`src/rtl/mcu_playlist.sv`:
```
// ---------------------------------------------------------------------------
// mcu_playlist
//
// Playlist control unit. It owns the play/pause state and the current song
// index for a playlist of NUM_SONGS songs. It sits between the one-pulsed
// front-panel buttons and the song reader / note player.
//
// Parameters
//   NUM_SONGS : number of songs in the playlist (>= 2)
//   SONG_W    : song index width, 2^(SONG_W-1) < NUM_SONGS <= 2^SONG_W,
//               SONG_W <= 8 (shuffle candidates come from an 8-bit LFSR)
//
// Ports
//   clk          : single clock, all state changes on its rising edge
//   reset        : asynchronous, active-low reset
//   play_button  : one-cycle pulse, toggles play/pause
//   next_button  : one-cycle pulse, advance to the next song
//   prev_button  : one-cycle pulse, go back one song
//   mode         : playback mode, used combinationally in the same cycle
//                  00 stop-at-end, 01 repeat-all, 10 repeat-one, 11 shuffle
//   song_done    : one-cycle pulse from the player at the end of a song
//   play         : 1 = playing, 0 = paused (registered)
//   reset_player : one-cycle pulse in the first cycle of a new or restarted
//                  song (registered)
//   song         : current song index 0..NUM_SONGS-1 (registered)
// ---------------------------------------------------------------------------
module mcu_playlist #(
  parameter int NUM_SONGS = 4,
  parameter int SONG_W    = 2
) (
  input  logic              clk,
  input  logic              reset,
  input  logic              play_button,
  input  logic              next_button,
  input  logic              prev_button,
  input  logic [1:0]        mode,
  input  logic              song_done,
  output logic              play,
  output logic              reset_player,
  output logic [SONG_W-1:0] song
);

  localparam logic [0:0] PAUSED  = 1'b0;
  localparam logic [0:0] PLAYING = 1'b1;

  localparam logic [1:0] SEQ_STOP   = 2'b00;
  localparam logic [1:0] REPEAT_ALL = 2'b01;
  localparam logic [1:0] REPEAT_ONE = 2'b10;
  localparam logic [1:0] SHUFFLE    = 2'b11;

  localparam logic [SONG_W-1:0] LAST_SONG = SONG_W'(NUM_SONGS - 1);
  localparam logic [SONG_W:0]   NUM_EXT   = (SONG_W + 1)'(NUM_SONGS);
  localparam logic [7:0]        LFSR_SEED = 8'h01;

  function automatic logic [SONG_W-1:0] inc_song(input logic [SONG_W-1:0] s);
    return (s == LAST_SONG) ? '0 : s + SONG_W'(1);
  endfunction

  function automatic logic [SONG_W-1:0] dec_song(input logic [SONG_W-1:0] s);
    return (s == '0) ? LAST_SONG : s - SONG_W'(1);
  endfunction

  // Fold the random candidate into range with a single subtraction (valid
  // because NUM_SONGS is more than half the index space), then bump it off
  // the current song so a shuffle always moves somewhere new.
  function automatic logic [SONG_W-1:0] shuffle_pick(
    input logic [SONG_W-1:0] cur,
    input logic [SONG_W-1:0] rnd
  );
    logic [SONG_W-1:0] c;
    c = rnd;
    if ({1'b0, c} >= NUM_EXT) c = c - NUM_EXT[SONG_W-1:0];
    if (c == cur) c = inc_song(cur);
    return c;
  endfunction

  logic [0:0]        state_p1;
  logic [SONG_W-1:0] song_p1;
  logic              pulse_p1;
  logic [7:0]        lfsr_p1;

  logic [0:0]        state_p0;
  logic [SONG_W-1:0] song_p0;
  logic              pulse_p0;
  logic              lfsr_fb;
  logic [SONG_W-1:0] song_inc;
  logic [SONG_W-1:0] song_dec;
  logic [SONG_W-1:0] song_shuf;

  // ---- stage 0: event arbitration and next-state ----
  assign lfsr_fb   = lfsr_p1[7] ^ lfsr_p1[5] ^ lfsr_p1[4] ^ lfsr_p1[3];
  assign song_inc  = inc_song(song_p1);
  assign song_dec  = dec_song(song_p1);
  assign song_shuf = shuffle_pick(song_p1, lfsr_p1[SONG_W-1:0]);

  // Priority next > prev > song_done > play_button. A lower-priority event
  // in the same cycle is dropped even when the winner has no effect (e.g.
  // song_done while paused).
  always_comb begin
    state_p0 = state_p1;
    song_p0  = song_p1;
    pulse_p0 = 1'b0;
    if (next_button) begin
      song_p0  = (mode == SHUFFLE) ? song_shuf : song_inc;
      pulse_p0 = 1'b1;
    end else if (prev_button) begin
      song_p0  = song_dec;
      pulse_p0 = 1'b1;
    end else if (song_done) begin
      if (state_p1 == PLAYING) begin
        pulse_p0 = 1'b1;
        case (mode)
          SEQ_STOP: begin
            song_p0 = song_inc;
            if (song_p1 == LAST_SONG) state_p0 = PAUSED;
          end
          REPEAT_ALL: song_p0 = song_inc;
          REPEAT_ONE: song_p0 = song_p1;
          default:    song_p0 = song_shuf;
        endcase
      end
    end else if (play_button) begin
      state_p0 = (state_p1 == PLAYING) ? PAUSED : PLAYING;
    end
  end

  // ---- stage 1: registered outputs ----
  always_ff @(posedge clk or negedge reset) begin
    if (!reset) begin
      state_p1 <= PAUSED;
      song_p1  <= '0;
      pulse_p1 <= 1'b0;
      lfsr_p1  <= LFSR_SEED;
    end else begin
      state_p1 <= state_p0;
      song_p1  <= song_p0;
      pulse_p1 <= pulse_p0;
      lfsr_p1  <= {lfsr_p1[6:0], lfsr_fb};
    end
  end

  assign play         = (state_p1 == PLAYING);
  assign reset_player = pulse_p1;
  assign song         = song_p1;

endmodule
```
`config.mk`:
```
export PLATFORM = sky130hd
export DESIGN_NAME = mcu_playlist
export DESIGN_NICKNAME = d
export VERILOG_FILES = /design/src/rtl/mcu_playlist.sv
export SDC_FILE = /design/constraint.sdc
export NUM_CORES = 1
export LEC_CHECK = 0
export CAP_MARGIN = 20
export CORE_AREA = 2 2 39 41
export CTS_BUF_LIST = sky130_fd_sc_hd__clkbuf_2 sky130_fd_sc_hd__clkbuf_4 sky130_fd_sc_hd__clkbuf_8
export CTS_CLUSTER_DIAMETER = 50
export DETAILED_ROUTE_END_ITERATION = 7
export DIE_AREA = 0 0 41 43
export PLACE_DENSITY = 0.7
export SYNTH_ARGS = -nofsm -noshare
export SYNTH_HDL_FRONTEND = slang
export SYNTH_SLANG_ARGS = --single-unit
```
`constraint.sdc`:
```
create_clock -name clk -period 2.7 [get_ports clk]
set_input_delay 0.675 -clock clk [delete_from_list [all_inputs] [get_ports clk]]
set_output_delay 0.675 -clock clk [all_outputs]
set_load 0.01 [all_outputs]
```
# == Yosys cells after proc, flatten, opt, wreduce, memory -nomap -nowiden ==
# Cells that the tools add are included.
# totals
ff_bits,12
inputBits,8
out_inout_bits,4
# classes
addsub,2
eq_ne,6
mux,19
n_bitwise,5
n_reduce_logical,8
# op_table
cell,count
$mux W2,8
$mux W1,10
$eq A2 B2 Y1 const B,3
$reduce_and A3 Y1,2
$reduce_bool A3 Y1,2
$logic_not A2 Y1,2
$pmux W2 S2,1
$ne A3 B3 Y1 const B,1
$xor A1 B1 Y1,3
$add A2 B1 Y2 const B,1
$eq A2 B1 Y1 const B,1
$eq A2 B2 Y1,1
$not A1 Y1,2
$reduce_bool A2 Y1,1
$reduce_or A2 Y1,1
$sub A2 B1 Y2 const B,1

# == Logic depth before layout (Yosys ltp) ==
# logic_depth
word_depth,8
ltp_mapped,6
ltp_nobuf,6

# == Worst setup path after synthesis ==
# No wires, ideal clock.
# synth_timing
path_kind,input to register
start,input mode[1]
end,register song_p1[1] (netlist: song[1])
setup_ns,0.095
arrival_ns,1.381
path_slack_ns,1.224
cell_stages,4
path_buffers,0
cell_sequence,nor2b_1 > o21a_1 > or2_0 > o31ai_1
# synth_between
elab_chain_len,7
# synth_rtl
item,line_no,text
from (decl),36,"input logic [1:0] mode,"
$eq A2 B1 Y1 / $logic_not A2 Y1 (equally long branches),112,case (mode)
$reduce_or A2 Y1 (no line),--,
$pmux W2 S2,112,
$mux W2,110,if (state_p1 == PLAYING) begin
$mux W2,109,end else if (song_done) begin
$mux W2,106,end else if (prev_button) begin
$mux W2,103,if (next_button) begin
to (signal assigned),136,song_p1 <= song_p0;
to (decl),78,logic [SONG_W-1:0] song_p1;
# Several ways; a longest one is shown, not always the timed one. The select of a mux whose other input is x is not followed.
# A chain may end at the register's enable or synchronous reset.

# == Worst setup path after layout ==
# layout_timing
start,register song_p1[1] (netlist: song[1])
end,output song[1]
# layout_lines
item,line_no,text
to (decl),40,output logic [SONG_W-1:0] song
# No word-level cell between the ends.

==> results.md <==
- Final WL: 1.021 mm
- Maximum VDD drop: 403.1 uV
- Fin cells: 89
- Residual DRC: 0
- Fillers: 139
- Number of synthesized register bits: 12
- Most frequent cells in the layout: 11 x clkdlybuf4s50_1, 11 x dfrtp_1, 6 x nand2_1
- FF/Latch Area: 301.5 um2
- Routed vias/inst: 5.090
- Leakage power: 0.3299 nW
- CTS sink cnt: 12
- I/O pin total: 12
- GRT Overall Usage: 13.83%
- Crit path DAT: 1.31 ns
- Crit-path slowest cell: clkdlybuf4s50_1
- Clock root buffer: clkbuf_4
- Rows: 14
- Tmin final: between 1.5 and 2 ns
- Initial Utilization: 42.31%
- Post-synthesis cell type count: 26
- Clock slew at reported path FFs: 0.07 ns
- Crit. End Element: primary output
- Kind of critical path: reg -> out
- Worst Tran Pin Value: a little over 0.5 ns
- Hold-fix buffers at CTS: 0
- Min Hold Slack: 0.3588 ns
- Initial DRT Pass Iterations: 4
- WL/cell: 11.47 um
- Diodes inserted: 0
- Number of global-route vias before repair: 388
- CORE AREA: 1384 um2
- Clock H-tree levels: 1
- IO Port Bufs: 11
- DIE WIDTH: 41 um
- Clk_skew: 0.006486 ns
- Area Overhead vs Synth: 27.35%
- GRT overflow: 0
- Antenna violations before repair: 0
- GP Congestion: roughly 0.9
- Nets: 84
- Crit path cell chain: clkdlybuf4s50_1
- Sequential share of the synthesized area: 51.50%
- Crit path from: song[1]
- CP peak stage delay: between 0.5 and 0.6 ns
- Dpl cells: 85
- CTS max path bufs: 2
- Worst R2R Start: song[0]
- Syn nets: 68
- CP required: roughly 2.0 ns
- Final hold violations: 0
- Final period util: between 70% and 80%
- Setup TNS: 0 ns
- Crit Path Max Fanout: 7
- RSZ-0062 raised after global routing: false
- Power Density: 774.1 nW/um2
- Final Util: 53.89%
- DP Wirelength: approximately 760 um
- Worst slew margin: 66.37%
- F_max: slightly above 500 MHz
- First-pass GRT wire length: 1.635 mm
- Final Worst Setup Slack: 0.7154 ns
- HP Start: lfsr_p1[6]
- Final setup vio count: 0
- Synth Cell Area: 585.6 um2
- Antenna Nets Post-Route: 0
- Share of cells above drive strength 1: 6.849%
- Die footprint: roughly 1800 um2
- Die Span Y: ~43 um
- Worst slack at placement: a little under 0.6 ns
- Clock Latency Late Sink: 0.27 ns
- Multi-input gate area: 269.0 um2
- Via count: about 450
- Crit start category: flop
- Post-CTS setup buffer count: 0
- Iter 0 DRT Violations: 5
- CP bufs+invs: 1
- Outcome: finished, final reports clean
- Largest net degree at the start of global routing: 13
- Post-CTS sizing: 0
- TritonCTS Buffers: 3
- Mean Syn Cell Area: around 10 um2
- Post-Synthesis Cells: 58
- Final Max Tran Viols: 0
- HP Class: reg -> reg
- Top Family by Delay on Critical Path: buffers and inverters
- Synth Warn #: 0
- Maxcap violations: 0
- CTS tree: done
[path summary, 6_finish.rpt]
kind                            slack [ns]  depth (start not counted)         end
worst max-delay path                  0.72                          1     song[1]
worst min-delay path                  0.36                          0  lfsr_p1[7]
worst max register to register        1.27                          6     song[1]
worst min register to register        0.36                          0  lfsr_p1[7]
max in group asynchronous             1.60                          1  lfsr_p1[0]
min in group asynchronous             0.74                          1  lfsr_p1[3]
[registers in the layout, indices dropped and copies added (netlist names)]
signal,flops
lfsr_p1,8
reset_player,1
play,1
song,2
[kinds of logic after synthesis]
| logic type | count (synthesis) | share of synthesized area [%] |
|---|---|---|
| AO/OA/AOI/OAI | 15 | 16.24 |
| XOR/XNOR | 5 | 7.478 |
| adder cells (fa/ha/maj) | 2 | 4.273 |
| buffers and inverters | 4 | 2.563 |
| AND/OR/NAND/NOR | 20 | 17.95 |
| flip-flops | 12 | 51.50 |
[synth_stat cells]
| cell | count | area [um2] |
|---|---|---|
| dfrtp_1 | 11 | 275.3 |
| nand2_1 | 6 | 22.52 |
| a21oi_1 | 4 | 20.02 |
| inv_1 | 4 | 15.01 |
| xnor2_1 | 4 | 35.03 |
| nor2_1 | 3 | 11.26 |
| nor2b_1 | 3 | 18.77 |
| ha_1 | 2 | 25.02 |
| nand2b_1 | 2 | 12.51 |
| o21ai_0 | 2 | 10.01 |
| o31ai_1 | 2 | 15.01 |
| a21boi_0 | 1 | 7.510 |
| a21o_1 | 1 | 7.510 |
| a22oi_1 | 1 | 7.510 |
| a31oi_1 | 1 | 6.260 |
| dfstp_2 | 1 | 26.28 |
| nand3_1 | 1 | 5.000 |
| nand4_1 | 1 | 6.260 |
| nand4b_1 | 1 | 8.760 |
| nor3b_1 | 1 | 7.510 |
| nor4_1 | 1 | 6.260 |
| o21a_1 | 1 | 7.510 |
| o21ai_1 | 1 | 5.000 |
| o32ai_1 | 1 | 8.760 |
| or2_0 | 1 | 6.260 |
| xor2_1 | 1 | 8.760 |
[report_power, final]
part	leakage (nW)	switching, mW	internal (mW)	total [mW]
registers	0.153	0.0358	0.202	0.238
logic	0.158	0.102	0.117	0.219
clock network	0.0184	0.0535	0.0672	0.121
[metal layers]
metal	vias up	global-route usage, %	share of wire [%]
met5	-	0	0
li1	233	-	-
met2	11	19.06	45
met1	209	19.24	50
met4	0	4.000	0
met3	0	6.283	5.2
[stage by stage]
step	power, mW	instance area [um2]
2_1_floorplan	0.3682	585.6
3_5_place_dp	0.4587	715.7
3_3_place_gp	0.4561	715.7
6_report	0.5773	745.7
5_1_grt	0.6219	745.7
4_1_cts	0.5826	745.7
[layout make-up]
class / count / share of cell area, %
timing repair buffer: 11 / 14.77
tap: 16 / 2.685
sequential: 12 / 40.44
clock buffer: 4 / 4.027
inverter: 4 / 2.013
multi-input combinational: 42 / 36.07
Power figures use the tool's default switching activity.
